==> src/rtl/bus_req_arbiter.sv <==
// -----------------------------------------------------------------------------
// bus_req_arbiter
//
// Shares one request/acknowledge bus between NREQ requesters. Arbitration is
// round-robin and only one transaction is outstanding at a time. A level
// request on rq_req[i] becomes a single-cycle bus_req pulse carrying
// rq_data[i]. The single-cycle bus_ack is routed back as rq_ack[i]. A
// transaction that sees no bus_ack within TIMEOUT wait cycles ends with
// rq_err[i] instead.
//
// Parameters
//   NREQ     number of requesters, 2..16
//   DW       bus_data width
//   TIMEOUT  wait cycles allowed before rq_err, 1..255; 0 disables the timeout
//
// Ports
//   clk        single clock, all logic on posedge
//   reset      synchronous, active-high
//   rq_req     per-requester level request, held until rq_ack/rq_err
//   rq_data    requester i data at [i*DW +: DW]
//   rq_ack     one-hot single-cycle pulse: transaction acknowledged
//   rq_err     one-hot single-cycle pulse: transaction timed out
//   bus_req    single-cycle request pulse to the bus
//   bus_data   data of the current (or last) transaction
//   bus_ack    single-cycle acknowledge from the bus
//   busy       high while a transaction is outstanding
//   cur_id     index of the requester owning the bus (valid when busy)
//   stray_ack  single-cycle pulse: bus_ack seen while idle
// -----------------------------------------------------------------------------
module bus_req_arbiter #(
   parameter int NREQ    = 4,
   parameter int DW      = 32,
   parameter int TIMEOUT = 15
) (
   input  logic               clk,
   input  logic               reset,
   input  logic [NREQ-1:0]    rq_req,
   input  logic [NREQ*DW-1:0] rq_data,
   output logic [NREQ-1:0]    rq_ack,
   output logic [NREQ-1:0]    rq_err,
   output logic               bus_req,
   output logic [DW-1:0]      bus_data,
   input  logic               bus_ack,
   output logic               busy,
   output logic [3:0]         cur_id,
   output logic               stray_ack
);

   typedef enum logic {
      ST_IDLE,
      ST_WAIT
   } state_t;

   state_t          state_q,     state_d;
   logic [3:0]      ptr_q,       ptr_d;
   logic [3:0]      cur_id_q,    cur_id_d;
   logic [7:0]      cnt_q,       cnt_d;
   logic [DW-1:0]   bus_data_q,  bus_data_d;
   logic            bus_req_q,   bus_req_d;
   logic            stray_q,     stray_d;
   logic [NREQ-1:0] rq_ack_q,    rq_ack_d;
   logic [NREQ-1:0] rq_err_q,    rq_err_d;

   logic [15:0]     elig_ext;
   logic            found;
   logic [3:0]      winner;
   logic [4:0]      rr_idx;
   logic [DW-1:0]   win_data;
   logic [NREQ-1:0] cur_onehot;
   logic            timeout_hit;

   // Round-robin search: first eligible requester at or after ptr_q.
   // The requester whose rq_ack/rq_err is on the outputs this cycle is masked
   // so a held request is not immediately re-granted.
   always_comb begin
      // NOTE: every variable gets a default before any branch, so no latch is inferred.
      elig_ext           = '0;
      elig_ext[NREQ-1:0] = rq_req & ~rq_ack_q & ~rq_err_q;
      found              = 1'b0;
      winner             = '0;
      rr_idx             = '0;
      for (int k = 0; k < NREQ; k++) begin
         rr_idx = {1'b0, ptr_q} + 5'(k);
         if (rr_idx >= 5'(NREQ)) begin
            rr_idx = rr_idx - 5'(NREQ);
         end
         if (!found && elig_ext[rr_idx[3:0]]) begin
            found  = 1'b1;
            winner = rr_idx[3:0];
         end
      end
   end

   // Data of the winner and one-hot of the current owner.
   always_comb begin
      win_data   = '0;
      cur_onehot = '0;
      for (int i = 0; i < NREQ; i++) begin
         if (winner == 4'(i)) begin
            win_data = rq_data[i*DW +: DW];
         end
         cur_onehot[i] = (cur_id_q == 4'(i));
      end
   end

   // cnt_q is 0 in the bus_req cycle, so TIMEOUT wait cycles end at TIMEOUT-1.
   assign timeout_hit = (TIMEOUT != 0) && (cnt_q == 8'(TIMEOUT - 1));

   // Next-state and registered-output logic.
   always_comb begin
      state_d    = state_q;
      ptr_d      = ptr_q;
      cur_id_d   = cur_id_q;
      cnt_d      = cnt_q;
      bus_data_d = bus_data_q;
      bus_req_d  = 1'b0;
      stray_d    = 1'b0;
      rq_ack_d   = '0;
      rq_err_d   = '0;

      case (state_q)
         ST_IDLE: begin
            stray_d = bus_ack;
            if (found) begin
               state_d    = ST_WAIT;
               cur_id_d   = winner;
               bus_data_d = win_data;
               ptr_d      = (winner == 4'(NREQ - 1)) ? 4'd0 : winner + 4'd1;
               cnt_d      = '0;
               bus_req_d  = 1'b1;
            end
         end
         ST_WAIT: begin
            cnt_d = cnt_q + 8'd1;
            // Ack takes priority over a timeout expiring in the same cycle.
            if (bus_ack) begin
               rq_ack_d = cur_onehot;
               state_d  = ST_IDLE;
            end else if (timeout_hit) begin
               rq_err_d = cur_onehot;
               state_d  = ST_IDLE;
            end
         end
         default: state_d = ST_IDLE;
      endcase
   end

   always_ff @(posedge clk) begin
      // NOTE: state registers use non-blocking assignments so every flop samples pre-edge values.
      if (reset) begin
         // NOTE: bus_data is an ordinary register, not storage, so it is reset with the rest.
         state_q    <= ST_IDLE;
         ptr_q      <= '0;
         cur_id_q   <= '0;
         cnt_q      <= '0;
         bus_data_q <= '0;
         bus_req_q  <= 1'b0;
         stray_q    <= 1'b0;
         rq_ack_q   <= '0;
         rq_err_q   <= '0;
      end else begin
         state_q    <= state_d;
         ptr_q      <= ptr_d;
         cur_id_q   <= cur_id_d;
         cnt_q      <= cnt_d;
         bus_data_q <= bus_data_d;
         bus_req_q  <= bus_req_d;
         stray_q    <= stray_d;
         rq_ack_q   <= rq_ack_d;
         rq_err_q   <= rq_err_d;
      end
   end

   assign rq_ack    = rq_ack_q;
   assign rq_err    = rq_err_q;
   assign bus_req   = bus_req_q;
   assign bus_data  = bus_data_q;
   assign busy      = (state_q == ST_WAIT);
   assign cur_id    = cur_id_q;
   assign stray_ack = stray_q;

endmodule
==> config.mk <==
export PLATFORM = sky130hd
export DESIGN_NAME = bus_req_arbiter
export DESIGN_NICKNAME = d
export VERILOG_FILES = /design/src/rtl/bus_req_arbiter.sv
export SDC_FILE = /design/constraint.sdc
export NUM_CORES = 1
export LEC_CHECK = 0
export ABC_AREA = 1
export BUFFER_PORTS_ARGS = -buffer_cell sky130_fd_sc_hd__buf_4
export CORE_MARGIN = 3
export CORE_UTILIZATION = 35
export CTS_BUF_LIST = sky130_fd_sc_hd__clkbuf_4
export DETAILED_ROUTE_END_ITERATION = 8
export SLEW_MARGIN = 0
export SYNTH_ARGS = -nofsm -noshare
export SYNTH_HDL_FRONTEND = slang
export SYNTH_SLANG_ARGS = --single-unit
==> constraint.sdc <==
create_clock -name clk -period 5.8 [get_ports clk]
set_clock_uncertainty 0.05 [all_clocks]
set_input_delay 1.16 -clock clk [delete_from_list [all_inputs] [get_ports clk]]
set_output_delay 1.16 -clock clk [all_outputs]
set_load 0.05 [all_outputs]
==> qor.csv, run 1 <==
stage,metric,value,unit
min_path,hold_path.class,flop to flop,
cts,hold_buffers,0,
min_path,min_to,cur_id[3]$_SDFFE_PP0P_,
pwr,p_leak,2.51,nW
setup_path,reg2reg_slack,1.12,ns
drt,wl_per_cell,15.2,um
logic_synthesis,syn-cell-area,3720,sq um
drt,vias,4172,
die,initial_utilization,0.361,
sta,final.min_clock_period,4.68,ns
die,die_w,109,um
cts,postCtsSetupBuffers,0,
setup_path,start_kind,flop,
setup_path,r2r-end,bus_data[13]$_SDFFE_PP0P_,
sta,rsz0062_at_grt,no,
sta,slew_headroom,0.307,
layout,multiInputGateArea,2160,sq um
die,die_area,11900,sq um
sta,setup_viol,0,
logic_synthesis,yosysTopAreaCellShare,0.317,
cts,cts_root_buffer,clkbuf_4,
grt,grt_max_degree,65,
die,io-pin-count,182,
setup_path,worstSetupPathType,flop to flop,
die,die_h,109,um
logic_synthesis,synth_edf_count,0,
logic_synthesis,synthTopCellsByArea,"dfxtp_1, nand2_1, nor2_1, a22oi_1, ha_1",
sta,drv_slew,0,
outcome,status,"finished, final reports clean",
sta,setup_ws,1.12,ns
sta,period_share,0.807,
drt,ant_nets,0,
logic_synthesis,yosysWarnings,0,
placement,hpwl,10.3,mm
layout,diodes,0,
min_path,min_path_cells,2,
die,core,10300,sq um
sta,fmax,214,MHz
drt,drt_first_pass_iters,5,
sta,worst_pin_slew,1.04,ns
logic_synthesis,ys_seq_elements,59,
setup_path,cp.arrival,4.95,ns
setup_path,end_kind,flop,
job,maxCapViolations,0,
min_path,hp-start,cur_id[3]$_SDFFE_PP0P_,
cts,cts_max_level,3,
drt,drtIter0Drc,193,
layout,final_util,0.511,
cts,clk_pin_slew,0.11,ns
drt,vias_per_cell,4.87,
logic_synthesis,synth_fp_nets,706,
layout,area_growth,41.7,%
pwr,vdd_drop_max,0.291,mV
logic_synthesis,yosysMostFrequentCell,nand2_1,
setup_path,rr_worst_depth,26,
logic_synthesis,synth_cells,553,
sta,fin_tns_setup,0,ns
setup_path,r2r_start,ptr_q[1]$_SDFFE_PP0P_,
setup_path,worstPathRequired,6.07,ns
placement,dp_slack,1.19,ns
drt,totalWireLength,13.0,mm
logic_synthesis,synth.largest_area_cell,dfxtp_1,
setup_path,path_max_fanout,33,
grt,grt_use_total,0.218,
cts,ctsResizeCount,0,
logic_synthesis,synth_cell_types,34,
grt,antenna_found_initial,0,
cts,cts_tree,yes,
logic_synthesis,ys.flop_type,dfxtp_1,
grt,grt_overflow,0,
logic_synthesis,synthArstFlopShare,0,
placement,port_buffers,181,
drt,drc,0,
pwr,p_per_area,625,nW/um^2
layout,ff_latch_area,1180,sq um
placement,gp_congestion,0.935,
cts,clock_latency,0.40,ns
grt,grt_pass1_vias,4059,
layout,drive_gt1_frac,0.299,
logic_synthesis,synthTopCellsByCount,"nand2_1, nor2_1, dfxtp_1",
logic_synthesis,syn-mean-instance-area,6.73,sq um
cts,cts_inserted_buffers,9,
layout,fin_nets,868,
cts,cts_sinks,59,
layout,nFillCells,1024,
cts,clk_path_buf_depth,2,
die,row_count,37,
sta,hold_violations,0,
logic_synthesis,synth-seq-area-share,0.317,
grt,grt_pass1_wl,20.3,mm
-- worst max-delay path, stage by stage, from the launching register on --
cell and delay [ns]:
dfxtp_1 0.51, inv_1 0.20, ha_1 0.39, inv_1 0.06
ha_1 0.28, nor2_1 0.07, o21bai_1 0.13, nand2_1 0.09
inv_1 0.06, nand2_1 0.09, nand3_1 0.11, nand2_1 0.06
nand2_1 0.08, nand2_1 0.07, nand2_1 0.11, inv_1 0.07
ha_1 0.18, buf_4 0.23, inv_1 0.09, nand2_1 0.04
inv_1 0.69, a22oi_1 0.21, nor2_1 0.23, a21oi_1 0.06
o21ai_0 0.22, o21ai_1 0.10, nor2_1 0.11
-- metrics by stage --
stage	cells	power, W	cell area, sq um	hold slack [ns]
after floorplan	553	0.00236	3720	0.405
after global placement	840	0.00290	5100	0.388
after detailed placement	840	0.00292	5100	0.391
after CTS	856	0.00330	5280	0.409
after global routing	856	0.00360	5280	0.440
final	856	0.00330	5280	0.405
-- worst max path at each step --
| stage | end | slack (ns) | startpoint | cells after the start |
|---|---|---|---|---|
| 6_report | bus_data[13]$_SDFFE_PP0P_ | 1.12 | ptr_q[1]$_SDFFE_PP0P_ | 26 |
| 5_1_grt | bus_data[15]$_SDFFE_PP0P_ | 0.59 | ptr_q[1]$_SDFFE_PP0P_ | 26 |
| 4_1_cts | bus_data[13]$_SDFFE_PP0P_ | 1.14 | ptr_q[1]$_SDFFE_PP0P_ | 26 |
| 3_5_place_dp | bus_data[13]$_SDFFE_PP0P_ | 1.19 | ptr_q[1]$_SDFFE_PP0P_ | 26 |
| 3_3_place_gp | bus_data[13]$_SDFFE_PP0P_ | 1.25 | ptr_q[0]$_SDFFE_PP0P_ | 25 |
| 2_1_floorplan | bus_data[13]$_SDFFE_PP0P_ | 2.46 | ptr_q[1]$_SDFFE_PP0P_ | 27 |
-- report_power, final --
| group | total [W] | leakage [nW] | switching (W) | internal, W |
|---|---|---|---|---|
| clock | 0.000372 | 0.0978 | 0.000152 | 0.000221 |
| sequential | 0.000582 | 0.484 | 0.0000779 | 0.000504 |
| combinational | 0.00234 | 1.93 | 0.00156 | 0.000779 |
-- final cells by class --
class                      instances  share of cell area
tap                              136              0.0323
inverter                          57              0.0410
clock inverter                     6              0.0197
sequential                        59               0.224
clock buffer                      10              0.0142
multi-input combinational        406               0.410
timing repair buffer             182               0.259
-- cells in the final DEF, fill, tap and decap left out --
cell         n
nand2_4      1
nand3_2      1
inv_4        1
or2_2        1
clkbuf_4    10
o22ai_1     13
clkinv_2     2
buf_4      182
nor4_1       1
nand4_1      8
nor3_1       1
xor2_1       1
nor2_1      87
or2_1        1
nor3_2       1
clkinv_1     1
inv_1       53
dfxtp_1     59
ha_1        16
mux2i_1     13
nand2_2      6
nand2_1    102
o21ai_0     38
a21oi_1     27
nor2_2       1
a22oi_1     32
o21bai_1     1
nand3_1     29
inv_2        3
bufinv_16    3
ha_2         2
o21ai_1     20
and3_1       1
nand4_4      1
o31ai_1      1
-- per-layer routing --
metal	track usage	part of all wire	wire (um)
met1	0.263	0.43	5580
met2	0.382	0.49	6370
met3	0.0580	0.062	799
met4	0.0532	0.017	224
met5	0	0	0
-- registers in the layout, indices dropped and copies added (netlist names) --
name and flops:
cur_id 4, cnt_q 8, bus_data 32, busy 1
stray_ack 1, rq_err 4, bus_req 1, ptr_q 4
rq_ack 4
-- kinds of logic after synthesis --
logic type	count (synthesis)	synth area share
simple gates	242	0.277
buf+inv	88	0.103
compound gates	132	0.205
fa+ha+maj	18	0.0605
mux	13	0.0349
xor+xnor	1	0.00235
flops	59	0.317
Note: power is estimated with default switching activity, not from simulation.
==> run 2, diff against run 1 <==
--- a/config.mk
+++ b/config.mk
@@ -5,12 +5,13 @@
 export SDC_FILE = /design/constraint.sdc
 export NUM_CORES = 1
 export LEC_CHECK = 0
-export ABC_AREA = 1
+export ABC_AREA = 0
 export BUFFER_PORTS_ARGS = -buffer_cell sky130_fd_sc_hd__buf_4
 export CORE_MARGIN = 3
 export CORE_UTILIZATION = 35
 export CTS_BUF_LIST = sky130_fd_sc_hd__clkbuf_4
 export DETAILED_ROUTE_END_ITERATION = 8
+export PLACE_DENSITY = 0.65
 export SLEW_MARGIN = 0
 export SYNTH_ARGS = -nofsm -noshare
 export SYNTH_HDL_FRONTEND = slang
==> constraint.sdc (replaced) <==
create_clock -name clk -period 3.8 [get_ports clk]
set_clock_uncertainty 0.05 [all_clocks]
set_input_delay 0.76 -clock clk [delete_from_list [all_inputs] [get_ports clk]]
set_output_delay 0.76 -clock clk [all_outputs]
set_load 0.05 [all_outputs]
==> run 2 against run 1 <==
  * Routed wire length grew 3.6%
  * Register-to-register slack worse by 1.0 ns
  * Largest cell class unchanged
  * Critical endpoint is now bus_data[10]$_SDFFE_PP0P_
  * Synthesized area is 4.6% higher
  * Largest power group unchanged
  * Total power increased by 69%
==> qor.csv, run 2 <==
stage,metric,value,unit,change
outcome,status,"finished, final reports clean",,unchanged
sta,drv_slew,0,,unchanged
placement,hpwl,9.92,mm,was 10.3 mm
logic_synthesis,synth_cells,489,,was 553
logic_synthesis,yosysMostFrequentCell,nor2_1,,was nand2_1
layout,fin_nets,849,,was 868
logic_synthesis,ys_seq_elements,59,,unchanged
cts,cts_max_level,3,,unchanged
job,maxCapViolations,0,,unchanged
logic_synthesis,synth-seq-area-share,0.303,,was 0.317
die,row_count,37,,unchanged
cts,hold_buffers,0,,unchanged
cts,cts_tree,yes,,unchanged
drt,totalWireLength,13.4,mm,was 13.0 mm
grt,grt_use_total,0.204,,was 0.218
drt,drtIter0Drc,217,,was 193
die,io-pin-count,182,,unchanged
logic_synthesis,synth_cell_types,59,,was 34
logic_synthesis,ys.flop_type,dfxtp_1,,unchanged
min_path,hold_path.class,flop to flop,,unchanged
grt,grt_overflow,0,,unchanged
grt,grt_max_degree,48,,was 65
cts,cts_root_buffer,clkbuf_4,,unchanged
sta,final.min_clock_period,3.71,ns,was 4.68 ns
setup_path,rr_worst_depth,20,,was 26
drt,vias_per_cell,5.26,,was 4.87
sta,worst_pin_slew,0.706,ns,was 1.04 ns
logic_synthesis,synth.largest_area_cell,dfxtp_1,,unchanged
logic_synthesis,syn-cell-area,3890,sq um,was 3720 sq um
min_path,min_to,cur_id[3]$_SDFFE_PP0P_,,unchanged
die,core,10600,sq um,was 10300 sq um
layout,area_growth,56.5,%,was 41.7%
logic_synthesis,syn-mean-instance-area,7.97,sq um,was 6.73 sq um
cts,clock_latency,0.41,ns,was 0.40 ns
placement,gp_congestion,0.973,,was 0.935
sta,period_share,0.978,,was 0.807
die,initial_utilization,0.369,,was 0.361
setup_path,worstPathRequired,4.02,ns,was 6.07 ns
logic_synthesis,synth_fp_nets,642,,was 706
grt,grt_pass1_vias,4363,,was 4059
logic_synthesis,synthArstFlopShare,0,,unchanged
die,die_w,111,um,was 109 um
setup_path,cp.arrival,3.93,ns,was 4.95 ns
drt,ant_nets,0,,unchanged
layout,mostFrequentLayoutCells,"buf_4, nor2_1, a21oi_1, dfxtp_1, a211oi_2",,"was buf_4, nand2_1, nor2_1, dfxtp_1, inv_1"
pwr,vdd_drop_max,0.462,mV,was 0.291 mV
die,die_h,111,um,was 109 um
drt,vias,4402,,was 4172
pwr,fin_total_pwr,0.00556,W,was 0.00330 W
cts,cts_sinks,59,,unchanged
logic_synthesis,yosysTopAreaCellShare,0.303,,was 0.317
die,die_area,12400,sq um,was 11900 sq um
cts,clk_path_buf_depth,2,,unchanged
cts,cts_inserted_buffers,9,,unchanged
sta,fmax,269,MHz,was 214 MHz
setup_path,end_kind,flop,,unchanged
setup_path,r2r_start,ptr_q[1]$_SDFFE_PP0P_,,unchanged
sta,setup_viol,0,,unchanged
logic_synthesis,synthTopCellsByArea,"dfxtp_1, nor2_1, a211oi_2, a21oi_1, a22oi_1",,"was dfxtp_1, nand2_1, nor2_1, a22oi_1, ha_1"
pwr,p_per_area,911,nW/um^2,was 625 nW/um^2
logic_synthesis,synth_edf_count,0,,unchanged
min_path,min_path_cells,1,,was 2
pwr,p_leak,2.74,nW,was 2.51 nW
layout,layout_commonest_cell,buf_4,,unchanged
sta,slew_headroom,0.529,,was 0.307
setup_path,path_max_fanout,7,,was 33
setup_path,r2r-end,bus_data[10]$_SDFFE_PP0P_,,was bus_data[13]$_SDFFE_PP0P_
cts,clk_pin_slew,0.10,ns,was 0.11 ns
sta,hold_violations,0,,unchanged
drt,wl_per_cell,16.1,um,was 15.2 um
drt,drc,0,,unchanged
setup_path,worstSetupPathType,flop to flop,,unchanged
sta,timing.hold.ws,0.461,ns,was 0.405 ns
logic_synthesis,yosysWarnings,0,,unchanged
layout,largest_register_ff_count,32,,unchanged
layout,drive_gt1_frac,0.470,,was 0.299
logic_synthesis,synthTopCellsByCount,"nor2_1, a21oi_1, dfxtp_1",,"was nand2_1, nor2_1, dfxtp_1"
setup_path,start_kind,flop,,unchanged
grt,grt_pass1_wl,21.1,mm,was 20.3 mm
setup_path,reg2reg_slack,0.09,ns,was 1.12 ns
grt,antenna_found_initial,0,,unchanged
placement,port_buffers,181,,unchanged
min_path,hp-start,cur_id[3]$_SDFFE_PP0P_,,unchanged
drt,drt_first_pass_iters,4,,was 5
==> run 2: changes by cell type after synthesis, sizes merged, moves of 11 or more <==
cell and change:
o22ai -11, nor2 +28, inv -44, a21oi +45
a211oi +32, nand2 -96, o21ai -53, nand3 -24
==> run 2: power by group <==
group	internal, W	leakage, nW	total, W	switching (W)
clock network	0.000197	0.0680	0.000434	0.000236
registers	0.000775	0.486	0.000887	0.000112
logic	0.00174	2.19	0.00424	0.00249
total	0.00272	2.74	0.00556	0.00284
==> run 2: metrics by stage <==
step	std cells	setup slack, ns	cell area, sq um	setup TNS, ns	util
floorplan	489	0.0603	3900	0	-
global placement	811	-0.695	5620	-19.05	0.533
detailed placement	811	-0.825	5620	-22.17	0.533
CTS	831	-0.00126	5850	-0.00126	0.554
global route	836	-0.0649	6090	-0.885	0.577
finish	837	0.0854	6100	0	0.578
==> run 2: cells by family after synthesis <==
kind of cell / after synthesis / share of synthesized area
XOR/XNOR: 6 / 0.0135
adder cells (fa/ha/maj): 18 / 0.0578
buffers and inverters: 53 / 0.0681
AND/OR/NAND/NOR: 178 / 0.206
flip-flops: 59 / 0.303
multiplexers: 7 / 0.0247
AO/OA/AOI/OAI: 168 / 0.326
==> run 2: what timing repair did <==
item | CTS | global route
setup buffers | 4 | 4
hold endpoints to repair | 0 | 0
setup endpoints to repair | 32 | 32
cloned | 1 | 1
gates resized for setup | 8 | 36
pin swaps | 2 | 5
==> run 2: critical path: stages, from the launching register on <==
cell	delay, ns
dfxtp_4	0.39
ha_4	0.17
buf_4	0.15
xnor2_4	0.13
ha_1	0.27
nor2_1	0.09
a31o_1	0.18
nand3b_1	0.13
a32oi_2	0.23
a21boi_4	0.24
xnor2_2	0.10
or2_1	0.28
ha_4	0.19
nor2b_4	0.13
buf_4	0.17
a22oi_2	0.15
nor2_1	0.08
a21oi_2	0.16
nor2_1	0.06
a21oi_1	0.14
a211oi_2	0.08
==> run 2: how the worst max path moves through the flow <==
stage | startpoint | to | depth (start not counted)
final | ptr_q[1]$_SDFFE_PP0P_ | bus_data[10]$_SDFFE_PP0P_ | 20
after global routing | ptr_q[1]$_SDFFE_PP0P_ | bus_data[9]$_SDFFE_PP0P_ | 20
after CTS | ptr_q[1]$_SDFFE_PP0P_ | bus_data[10]$_SDFFE_PP0P_ | 20
after detailed placement | rq_req[2] | bus_data[18]$_SDFFE_PP0P_ | 16
after global placement | rq_req[2] | bus_data[18]$_SDFFE_PP0P_ | 16
after floorplan | ptr_q[1]$_SDFFE_PP0P_ | bus_data[0]$_SDFFE_PP0P_ | 21
==> run 2: area by class of cell <==
class / count / area [sq um]
antenna: 1 / 2.50
sequential: 59 / 1190
tap: 136 / 170
fill: 965 / 4460
clock buffer: 9 / 67.6
inverter: 14 / 55.1
clock inverter: 6 / 67.6
multi-input combinational: 378 / 2690
timing repair buffer: 234 / 1860
==> run 2: routing by layer <==
metal,track usage,vias to the layer above,part of all wire
li1,-,2178,-
met1,0.231,2043,0.41
met2,0.372,149,0.51
met3,0.0473,32,0.051
met4,0.0754,0,0.031
met5,0,-,0
==> run 3, diff against run 2 <==
--- a/config.mk
+++ b/config.mk
@@ -8,10 +8,9 @@
 export ABC_AREA = 0
 export BUFFER_PORTS_ARGS = -buffer_cell sky130_fd_sc_hd__buf_4
 export CORE_MARGIN = 3
-export CORE_UTILIZATION = 35
+export CORE_UTILIZATION = 28
 export CTS_BUF_LIST = sky130_fd_sc_hd__clkbuf_4
 export DETAILED_ROUTE_END_ITERATION = 8
-export PLACE_DENSITY = 0.65
 export SLEW_MARGIN = 0
 export SYNTH_ARGS = -nofsm -noshare
 export SYNTH_HDL_FRONTEND = slang
==> run 3 against run 2 <==
  * First-iteration DRC count is 27% lower
  * Total power is 5.3% higher
  * Count of clock-buffer cells in the layout stayed put
  * Sequential share of layout area hardly changed
  * Core utilization is 12 points lower
  * Non-clock buffer count is 15 lower
  * Critical path depth is 1 higher
  * Sequential power hardly changed
  * Critical path type unchanged
  * Largest power group unchanged
==> qor.csv, run 3 (synthesis gave the netlist of run 2 again) <==
stage,metric,value,unit,change
setup_path,r2r_start,ptr_q[1]$_SDFFE_PP0P_,,unchanged
cts,clk_pin_slew,0.11,ns,was 0.10 ns
grt,grt_overflow,0,,unchanged
setup_path,cpMostUsedCell,nor2_1,,unchanged
drt,vias_per_cell,5.00,,was 5.26
grt,antenna_found_initial,0,,unchanged
layout,largest_register_ff_count,32,,unchanged
sta,setup_viol,0,,unchanged
placement,dp_slack,-0.154,ns,was -0.825 ns
grt,grt_max_degree,49,,was 48
pwr,vdd_drop_max,0.403,mV,was 0.462 mV
grt,grt_use_total,0.164,,was 0.204
layout,drive_gt1_frac,0.493,,was 0.470
layout,layout_commonest_cell,buf_4,,unchanged
pwr,p_per_area,951,nW/um^2,was 911 nW/um^2
setup_path,cp_cell_sequence,"ha_4, and3b_1, nor2_1, ha_2, a21o_1, o311ai_2, o211a_1, buf_6, a21boi_4, xnor2_2, or2_1, ha_2, nor2b_4, buf_12, clkbuf_16, a22oi_2, nor2_1, a21oi_1, nor2_1, a21oi_1, a211oi_2",,"was ha_4, buf_4, xnor2_4, ha_1, nor2_1, a31o_1, nand3b_1, a32oi_2, a21boi_4, xnor2_2, or2_1, ha_4, nor2b_4, buf_4, a22oi_2, nor2_1, a21oi_2, nor2_1, a21oi_1, a211oi_2"
cts,clock_latency,0.42,ns,was 0.41 ns
setup_path,worstSetupPathType,flop to flop,,unchanged
grt,grt_pass1_vias,4087,,was 4363
layout,area_growth,57.9,%,was 56.5%
setup_path,reg2reg_slack,0.09,ns,about the same
outcome,status,"finished, final reports clean",,unchanged
drt,drc,0,,unchanged
pwr,fin_total_pwr,0.00585,W,was 0.00556 W
sta,drv_slew,0,,unchanged
setup_path,r2r-end,bus_data[26]$_SDFFE_PP0P_,,was bus_data[10]$_SDFFE_PP0P_
min_path,hp-start,cnt_q[3]$_SDFFE_PP0P_,,was cur_id[3]$_SDFFE_PP0P_
setup_path,worstPathRequired,4.04,ns,was 4.02 ns
cts,clk_path_buf_depth,2,,unchanged
cts,cts_root_buffer,clkbuf_4,,unchanged
grt,grt_pass1_wl,19.6,mm,was 21.1 mm
die,die_w,124,um,was 111 um
layout,diodes,0,,was 1
sta,rsz0062_at_grt,yes,,
drt,wl_per_cell,15.8,um,was 16.1 um
die,io-pin-count,182,,unchanged
setup_path,rr_worst_depth,21,,was 20
die,row_count,42,,was 37
sta,final.min_clock_period,3.71,ns,about the same
sta,setup_ws,0.0899,ns,was 0.0854 ns
sta,fin_tns_setup,0,ns,unchanged
min_path,hold_path.class,flop to flop,,unchanged
cts,cts_max_level,3,,unchanged
die,core,13400,sq um,was 10600 sq um
min_path,min_path_cells,2,,was 1
cts,cts_inserted_buffers,9,,unchanged
die,die_h,124,um,was 111 um
drt,ant_nets,0,,unchanged
cts,hold_buffers,0,,unchanged
setup_path,end_kind,flop,,unchanged
die,die_area,15400,sq um,was 12400 sq um
setup_path,critPathTopFamily,compound AO/OA/AOI/OAI gates,,unchanged
min_path,min_to,cnt_q[3]$_SDFFE_PP0P_,,was cur_id[3]$_SDFFE_PP0P_
sta,worst_pin_slew,0.716,ns,was 0.706 ns
die,initial_utilization,0.291,,was 0.369
drt,totalWireLength,13.6,mm,was 13.4 mm
pwr,p_leak,2.67,nW,was 2.74 nW
cts,cts_tree,yes,,unchanged
setup_path,path_max_fanout,7,,unchanged
layout,final_util,0.459,,was 0.578
sta,hold_violations,0,,unchanged
layout,fin_nets,833,,was 849
drt,drt_first_pass_iters,4,,unchanged
sta,slew_headroom,0.523,,was 0.529
placement,port_buffers,181,,unchanged
placement,gp_congestion,0.838,,was 0.973
job,maxCapViolations,0,,unchanged
setup_path,start_kind,flop,,unchanged
sta,period_share,0.976,,was 0.978
layout,stdcell_count,860,,was 837
cts,cts_sinks,59,,unchanged
setup_path,cp.arrival,3.95,ns,was 3.93 ns
layout,nFillCells,1340,,was 965
drt,drtIter0Drc,158,,was 217
setup_path,slowest_delay,0.40,ns,was 0.39 ns
sta,fmax,270,MHz,was 269 MHz
drt,vias,4298,,was 4402
layout,mostFrequentLayoutCells,"buf_4, nor2_1, dfxtp_1, a21oi_1, a211oi_2",,"was buf_4, nor2_1, a21oi_1, dfxtp_1, a211oi_2"
placement,numPlacedInstances,832,,was 811
setup_path,path_buf_inv,3,,was 2
placement,hpwl,9.60,mm,was 9.92 mm
setup_path,slowest_stage,dfxtp_4,,unchanged
## run 3: cell types whose count changed in the layout (fill, tap and decap cells not counted), sizes merged
cell and delta:
clkinvlp -1, bufinv +1, nor2b -1, buf -16, clkbuf +1, diode -1
## run 3: repair_timing
| item | 4_1_cts | 5_1_grt |
|---|---|---|
| resized for setup | 7 | 64 |
| pin swaps | 1 | 69 |
| cloned | 1 | 2 |
| buffers inserted | 0 | 10 |
| setup endpoints to repair | 11 | 32 |
## run 3: where the power goes
| group | switching (W) | internal (W) | leakage [nW] |
|---|---|---|---|
| combinational | 0.00255 | 0.00191 | 2.10 |
| clock | 0.000243 | 0.000259 | 0.0792 |
| sequential | 0.000112 | 0.000776 | 0.487 |
## run 3: metal layers
layer  vias to the layer above  track usage  wire length (um)
met3                        22       0.0536               961
met4                         0       0.0602               291
met2                       136        0.298              6870
met1                      1993        0.176              5460
met5                         -            0                 0
li1                       2147            -                 -
## run 3: how the worst max path moves through the flow
stage | cells past startpoint | start | slack (ns) | to
after floorplan | 21 | ptr_q[1]$_SDFFE_PP0P_ | 0.06 | bus_data[0]$_SDFFE_PP0P_
after global placement | 17 | rq_req[2] | -0.06 | bus_data[11]$_SDFFE_PP0P_
after detailed placement | 17 | rq_req[2] | -0.15 | bus_data[17]$_SDFFE_PP0P_
after global routing | 20 | ptr_q[1]$_SDFFE_PP0P_ | -0.14 | bus_data[16]$_SDFFE_PP0P_
after CTS | 21 | ptr_q[2]$_SDFFE_PP0P_ | -0.03 | bus_data[19]$_SDFFE_PP0P_
final | 21 | ptr_q[1]$_SDFFE_PP0P_ | 0.09 | bus_data[26]$_SDFFE_PP0P_
## run 3: final cells by class
type	count	area [sq um]	area share
multi-input cells	377	2730	0.444
clock inverters	6	81.3	0.0132
clock buffers	9	67.6	0.0110
repair buffers	219	1800	0.293
inverters	14	55.1	0.00895
flip-flops and latches	59	1190	0.194
well taps	176	220	0.0358
## run 3: through the flow
| stage | area [sq um] | hold slack [ns] |
|---|---|---|
| final | 6150 | 0.456 |
| after global routing | 6150 | 0.473 |
| after CTS | 5740 | 0.459 |
| after detailed placement | 5530 | 0.445 |
| after global placement | 5530 | 0.433 |
| after floorplan | 3900 | 0.413 |
## run 3: worst register-to-register path: cells and delay by family (launching register included)
| kind | cells | cell delay, ns |
|---|---|---|
| DFF | 1 | 0.40 |
| AOI/OAI and AO/OA | 8 | 1.24 |
| buffers and inverters | 3 | 0.42 |
| adders and majority gates | 3 | 0.54 |
| xor gates and xnor gates | 1 | 0.15 |
| and+or+nand+nor | 6 | 0.77 |
